--- config.mk ---
export PLATFORM = sky130hd
export DESIGN_NAME = alu_arbiter
export DESIGN_NICKNAME = d
export VERILOG_FILES = /design/src/rtl/alu_arbiter_pkg.sv /design/src/rtl/alu_arbiter_alu.sv /design/src/rtl/alu_arbiter.sv
export SDC_FILE = /design/constraint.sdc
export NUM_CORES = 1
export LEC_CHECK = 0
export CAP_MARGIN = 10
export CORE_ASPECT_RATIO = 2
export CORE_MARGIN = 2
export CORE_UTILIZATION = 51
export DETAILED_ROUTE_END_ITERATION = 10
export GPL_TIMING_DRIVEN = 1
export HOLD_SLACK_MARGIN = 0.15
export PLACE_DENSITY_LB_ADDON = 0.3
export RECOVER_POWER = 25
export SLEW_MARGIN = 10
export SYNTH_ARGS = -nofsm -noshare
export SYNTH_HDL_FRONTEND = slang
export SYNTH_HIERARCHICAL = 1
export SYNTH_SLANG_ARGS = --single-unit
--- constraint.sdc ---
create_clock -name clk -period 2.85 [get_ports clk]
set_clock_uncertainty 0.05 [all_clocks]
set_input_delay 0.7125 -clock clk [delete_from_list [all_inputs] [get_ports clk]]
set_output_delay 0.7125 -clock clk [all_outputs]
set_load 0.02 [all_outputs]
--- src/rtl/alu_arbiter_pkg.sv ---
// alu_arbiter_pkg
//   Shared definitions for the two-port ALU arbiter and its ALU.
//   - state_e   : arbiter FSM states (IDLE, EXEC, RESP)
//   - OP_*      : 2-bit ALU opcodes, arithmetic and logic meanings
//   - DATA_W    : operand / result width
package alu_arbiter_pkg;

  localparam int DATA_W = 4;

  typedef enum logic [1:0] {
    IDLE = 2'd0,
    EXEC = 2'd1,
    RESP = 2'd2
  } state_e;

  // Arithmetic opcodes (arit = 1)
  localparam logic [1:0] OP_ADD  = 2'b00;
  localparam logic [1:0] OP_SUB  = 2'b01;
  localparam logic [1:0] OP_NEGA = 2'b10;
  localparam logic [1:0] OP_NEGB = 2'b11;

  // Logic opcodes (arit = 0) share the same encodings
  localparam logic [1:0] OP_AND  = 2'b00;
  localparam logic [1:0] OP_OR   = 2'b01;
  localparam logic [1:0] OP_XOR  = 2'b10;
  localparam logic [1:0] OP_NOTA = 2'b11;

endpackage

--- src/rtl/alu_arbiter_alu.sv ---
// alu
//   Purely combinational 4-bit ALU.
//   Ports:
//     a_i, b_i   in  [3:0]  operands
//     op_i       in  [1:0]  opcode (see alu_arbiter_pkg)
//     arit_i     in         1 = arithmetic, 0 = logic
//     r_o        out [3:0]  result (mod 16)
//     zero_o     out        r_o == 0
//     carry_o    out        carry-out of bit 3 (0 for logic ops)
//     sign_o     out        r_o[3] (0 for logic ops)
//   Arithmetic: ADD = A+B, SUB = A+~B+1, NEGA = 0+~A+1, NEGB = 0+~B+1.
//   Logic:      AND, OR, XOR, NOT A.
module alu
  import alu_arbiter_pkg::*;
(
  input  logic [DATA_W-1:0] a_i,
  input  logic [DATA_W-1:0] b_i,
  input  logic [1:0]        op_i,
  input  logic              arit_i,
  output logic [DATA_W-1:0] r_o,
  output logic              zero_o,
  output logic              carry_o,
  output logic              sign_o
);

  logic [DATA_W:0]   sum;
  logic [DATA_W-1:0] logicRes;

  // Subtraction and negation are done as two's-complement additions so
  // the carry flag is always the true carry-out of the adder.
  always_comb begin
    sum = '0;
    case (op_i)
      OP_ADD:  sum = {1'b0, a_i} + {1'b0, b_i};
      OP_SUB:  sum = {1'b0, a_i} + {1'b0, ~b_i} + 5'd1;
      OP_NEGA: sum = {1'b0, ~a_i} + 5'd1;
      OP_NEGB: sum = {1'b0, ~b_i} + 5'd1;
    endcase
  end

  always_comb begin
    logicRes = '0;
    case (op_i)
      OP_AND:  logicRes = a_i & b_i;
      OP_OR:   logicRes = a_i | b_i;
      OP_XOR:  logicRes = a_i ^ b_i;
      OP_NOTA: logicRes = ~a_i;
    endcase
  end

  // Flags that only make sense for arithmetic are forced low otherwise.
  always_comb begin
    r_o     = arit_i ? sum[DATA_W-1:0] : logicRes;
    zero_o  = (r_o == '0);
    carry_o = arit_i & sum[DATA_W];
    sign_o  = arit_i & sum[DATA_W-1];
  end

endmodule

--- src/rtl/alu_arbiter.sv ---
// alu_arbiter
//   Two-port arbiter in front of a single shared ALU. One request is
//   accepted in IDLE, executed in EXEC and held in RESP until consumed.
//   Parameter FIXED_PRIO: 0 = round-robin, 1 = port 0 always wins.
//   Ports:
//     clk, reset          clock, synchronous active-high reset
//     req_valid  in  [1:0]  per-port request valid
//     req_ready  out [1:0]  per-port accept strobe (one-hot or zero)
//     req_a/b    in  [7:0]  operands, nibble p = port p
//     req_op     in  [3:0]  opcodes, bits [2p+1:2p] = port p
//     req_arit   in  [1:0]  per-port arithmetic/logic select
//     rsp_valid  out        result available (state RESP)
//     rsp_ready  in         consumer accepts result
//     rsp_id     out        port that issued the result
//     rsp_r      out [3:0]  result
//     rsp_zero/carry/sign   result flags
//     busy       out        state is not IDLE
module alu_arbiter
  import alu_arbiter_pkg::*;
#(
  parameter bit FIXED_PRIO = 1'b0
) (
  input  logic              clk,
  input  logic              reset,
  input  logic [1:0]        req_valid,
  output logic [1:0]        req_ready,
  input  logic [7:0]        req_a,
  input  logic [7:0]        req_b,
  input  logic [3:0]        req_op,
  input  logic [1:0]        req_arit,
  output logic              rsp_valid,
  input  logic              rsp_ready,
  output logic              rsp_id,
  output logic [DATA_W-1:0] rsp_r,
  output logic              rsp_zero,
  output logic              rsp_carry,
  output logic              rsp_sign,
  output logic              busy
);

  state_e              state_q, state_d;
  logic                lastGrant_q;
  logic [DATA_W-1:0]   opA_q, opB_q;
  logic [1:0]          op_q;
  logic                arit_q;
  logic                id_q;
  logic [DATA_W-1:0]   rspR_q;
  logic                rspZero_q, rspCarry_q, rspSign_q, rspId_q;

  logic                winner;
  logic                accept;
  logic [DATA_W-1:0]   aluR;
  logic                aluZero, aluCarry, aluSign;

  // A tie goes to port 0 in fixed mode, otherwise to the port not granted
  // last; a lone requester always wins.
  always_comb begin
    winner = req_valid[1];
    if (req_valid == 2'b11) begin
      winner = FIXED_PRIO ? 1'b0 : ~lastGrant_q;
    end
  end

  always_comb begin
    state_d   = state_q;
    req_ready = 2'b00;
    accept    = 1'b0;
    case (state_q)
      IDLE: begin
        if (|req_valid) begin
          accept            = 1'b1;
          req_ready[winner] = 1'b1;
          state_d           = EXEC;
        end
      end
      EXEC: state_d = RESP;
      RESP: begin
        if (rsp_ready) begin
          state_d = IDLE;
        end
      end
      default: state_d = IDLE;
    endcase
  end

  always_ff @(posedge clk) begin
    if (reset) begin
      state_q <= IDLE;
    end else begin
      state_q <= state_d;
    end
  end

  // Request fields are sampled only in the accept cycle; response
  // registers load from the ALU in EXEC and then hold through RESP.
  always_ff @(posedge clk) begin
    if (reset) begin
      lastGrant_q <= 1'b1;
      opA_q       <= '0;
      opB_q       <= '0;
      op_q        <= '0;
      arit_q      <= 1'b0;
      id_q        <= 1'b0;
      rspR_q      <= '0;
      rspZero_q   <= 1'b0;
      rspCarry_q  <= 1'b0;
      rspSign_q   <= 1'b0;
      rspId_q     <= 1'b0;
    end else begin
      if (accept) begin
        lastGrant_q <= winner;
        id_q        <= winner;
        opA_q       <= winner ? req_a[7:4] : req_a[3:0];
        opB_q       <= winner ? req_b[7:4] : req_b[3:0];
        op_q        <= winner ? req_op[3:2] : req_op[1:0];
        arit_q      <= req_arit[winner];
      end
      if (state_q == EXEC) begin
        rspR_q     <= aluR;
        rspZero_q  <= aluZero;
        rspCarry_q <= aluCarry;
        rspSign_q  <= aluSign;
        rspId_q    <= id_q;
      end
    end
  end

  alu uAlu (
    .a_i     (opA_q),
    .b_i     (opB_q),
    .op_i    (op_q),
    .arit_i  (arit_q),
    .r_o     (aluR),
    .zero_o  (aluZero),
    .carry_o (aluCarry),
    .sign_o  (aluSign)
  );

  assign rsp_valid = (state_q == RESP);
  assign busy      = (state_q != IDLE);
  assign rsp_id    = rspId_q;
  assign rsp_r     = rspR_q;
  assign rsp_zero  = rspZero_q;
  assign rsp_carry = rspCarry_q;
  assign rsp_sign  = rspSign_q;

endmodule
==> impl_metrics.tcl <==
set metrics [dict create \
    worst-path-stages 5 \
    cts_tree "built" \
    worstPathCellList "clkdlybuf4s50_1 -> a21boi_2 -> nand2_1 -> inv_1 -> dlygate4sd2_1" \
    r2r_cells 8 \
    grt_setup_unrepaired "no" \
    drive_above_1_share 0.122 \
    fin_setup_tns_ns 0 \
    core_area_sq_um 3380 \
    criticalPathCategory "input port to primary output" \
    critPathTopFamily "buffers and inverters" \
    grt_usage 0.234 \
    hold_viol_final 0 \
    insertion_delay_ns 0.27 \
    cap_violations 0 \
    io_buffers 38 \
    tightest_slew_ns 1.14 \
    whs_ns 0.405 \
    synth_flop_cell "dfxtp_1" \
    finalSetupViolCount 0 \
    cp.required_ns 2.09 \
    start_util 0.526 \
    slew_viol_final 0 \
    slowest_delay_ns 0.50 \
    synth.largest_area_cell "dfxtp_1" \
    synth_top_area_frac 0.259 \
    synth_edf_count 0 \
    fmax_ghz 0.368 \
    vias 1626 \
    multi_input_area_sq_um 1150 \
    die_h_um 87.5 \
    regArea_sq_um 460 \
    period_needed_ns 2.71 \
    finalNetCount 289 \
    grt_antenna_before_repair 0 \
    crit_path_start_kind "input port" \
    p_per_area_nw_per_um2 480 \
    r2r_setup_slack_ns 0.34 \
    critical_path.endpoint "req_ready[1]" \
    gp_congestion 0.839 \
    detail_route.first_pass.iterations 5 \
    grt_pass1_wl_um 7010 \
    num_rows 30 \
    vias_per_cell 5.85 \
    drc 0 \
    status "completed" \
    ys_seq_elements 23 \
    avgSynthCellArea_sq_um 8.54 \
    crit_path_start "req_valid[1]" \
    arrival_ns 1.95 \
    fin_crit_sh 0.952 \
    cts_sinks 23 \
    postCtsHoldBufs 0 \
    async_flop_share 0 \
    detail_route.wl_per_cell_um 14.3 \
    cts_max_level 1 \
    yosysWarnings 6 \
    ctsRootBufferMaster "clkbuf_8" \
    max-slew-margin-rel 0.242 \
    io_pins 39 \
    r2r-end "rsp_zero" \
    die_area_sq_um 4000 \
    drt_iter0_markers 22 \
    slowest_stage "clkdlybuf4s50_1" \
    ant_nets 0 \
    vdd_drop_max_v 0.000453 \
    synthTopCellsByCount "39 x nand2_1, 23 x a21oi_1, 23 x dfxtp_1, 19 x inv_1, 13 x ha_1" \
    syn_to_final_growth_pct 24.2 \
    hold_class "flop to flop" \
    n_fill_cell 296 \
    syn_inst 208 \
    ys_seq_area_frac 0.259 \
    path_buf_inv 3 \
    dieWidth_um 45.7 \
    r2r_start "op_q[0]" \
    cp_max_fo 3 \
    clockBufferDepth 2 \
    overflow 0 \
    grt_pass1_vias 1606 \
    place_hpwl_um 3210 \
    synthTopCellsByArea "dfxtp_1 26%, ha_1 9.2%, nand2_1 8.2%" \
    grt_max_degree 24 \
    routed_wl_um 3980 \
    antenna_cells 0 \
    syn-num-nets 250 \
    yosysMostFrequentCell "nand2_1" \
    cts_inserted_buffers 3 \
    post-route-util 0.653 \
    synth_cell_type_count 43 \
    syn_area_sq_um 1780 \
    leakagePower_nw 0.892 \
    cp-end-kind "primary output" \
    clk_pin_slew_worst_paths_ns 0.09 \
]
logic make-up after synthesis:
family          count (synthesis)  synth area share
mux                            10            0.0845
xor+xnor                        4            0.0197
compound gates                 57             0.254
simple gates                   68             0.178
fa+ha+maj                      15             0.114
buf+inv                        31            0.0908
flops                          23             0.259
registers in the layout, summed over array words and instances (netlist names), 2 cells and up:
signal / flops
opB_q: 4
rsp_r: 4
opA_q: 4
state_q: 2
op_q: 2
worst reg2reg max path: stages, from the launching register on:
cell and delay (ns):
dfxtp_1 0.59, nand2_1 0.25, mux2i_1 0.17, ha_1 0.30
and2_1 0.18, o41a_1 0.40, a2111oi_4 0.30, nand2_1 0.09
a21oi_1 0.12
how the worst min path moves through the flow:
stage | depth (start not counted) | startpoint | endpoint
6_report | 2 | rsp_r[1] | rsp_r[1]
5_1_grt | 2 | rsp_r[3] | rsp_r[3]
4_1_cts | 2 | rsp_zero | rsp_zero
3_5_place_dp | 2 | rsp_zero | rsp_zero
3_3_place_gp | 2 | rsp_r[1] | rsp_r[1]
2_1_floorplan | 2 | id_q | rsp_id
layout by cell type, fill, tap and decap left out, types with 4 or more instances in the layout:
cell type	netlist	routed
mux4_2	4	4
mux2i_1	6	6
inv_1	19	19
nand4_1	4	4
buf_4	3	7
a21oi_1	23	23
nand2_1	39	39
ha_1	13	13
nor2_1	9	9
clkdlybuf4s50_1	0	35
o21ai_0	5	5
a311oi_2	6	6
dfxtp_1	23	23
nand3_1	4	4
where the power goes:
part	internal [mW]	switching, mW	total, mW
clock	0.0975	0.106	0.204
combinational	0.221	0.236	0.456
sequential	0.352	0.0465	0.399
stage by stage:
stage	total power, mW	std cells	worst slack, ns	cell area [sq um]
3_3_place_gp	0.852	274	-0.0855	2170
4_1_cts	1.07	278	0.128	2210
6_report	1.06	278	0.136	2210
5_1_grt	1.14	278	0.0533	2210
3_5_place_dp	0.863	274	-0.140	2170
2_1_floorplan	0.733	208	0.652	1780
timing repair:
item | in CTS | in global routing
gates resized for setup | 2 | 0
endpoints found under the setup margin | 2 | 0
buffers inserted | 0 | 0
final cells by class:
cell class,count,area share
flip-flops and latches,23,0.209
well taps,32,0.0181
inverters,19,0.0323
repair buffers,46,0.197
clock inverters,1,0.00227
multi-input cells,154,0.523
clock buffers,3,0.0187
layer usage:
layer	wire [um]	GRT usage	vias to the layer above	share of wire
met5	0	0	-	0
met4	123	0.101	0	0.031
met3	81	0.0207	10	0.020
met2	2320	0.428	42	0.58
met1	1450	0.256	767	0.36
li1	-	-	807	-
Power figures use the tool's default switching activity.
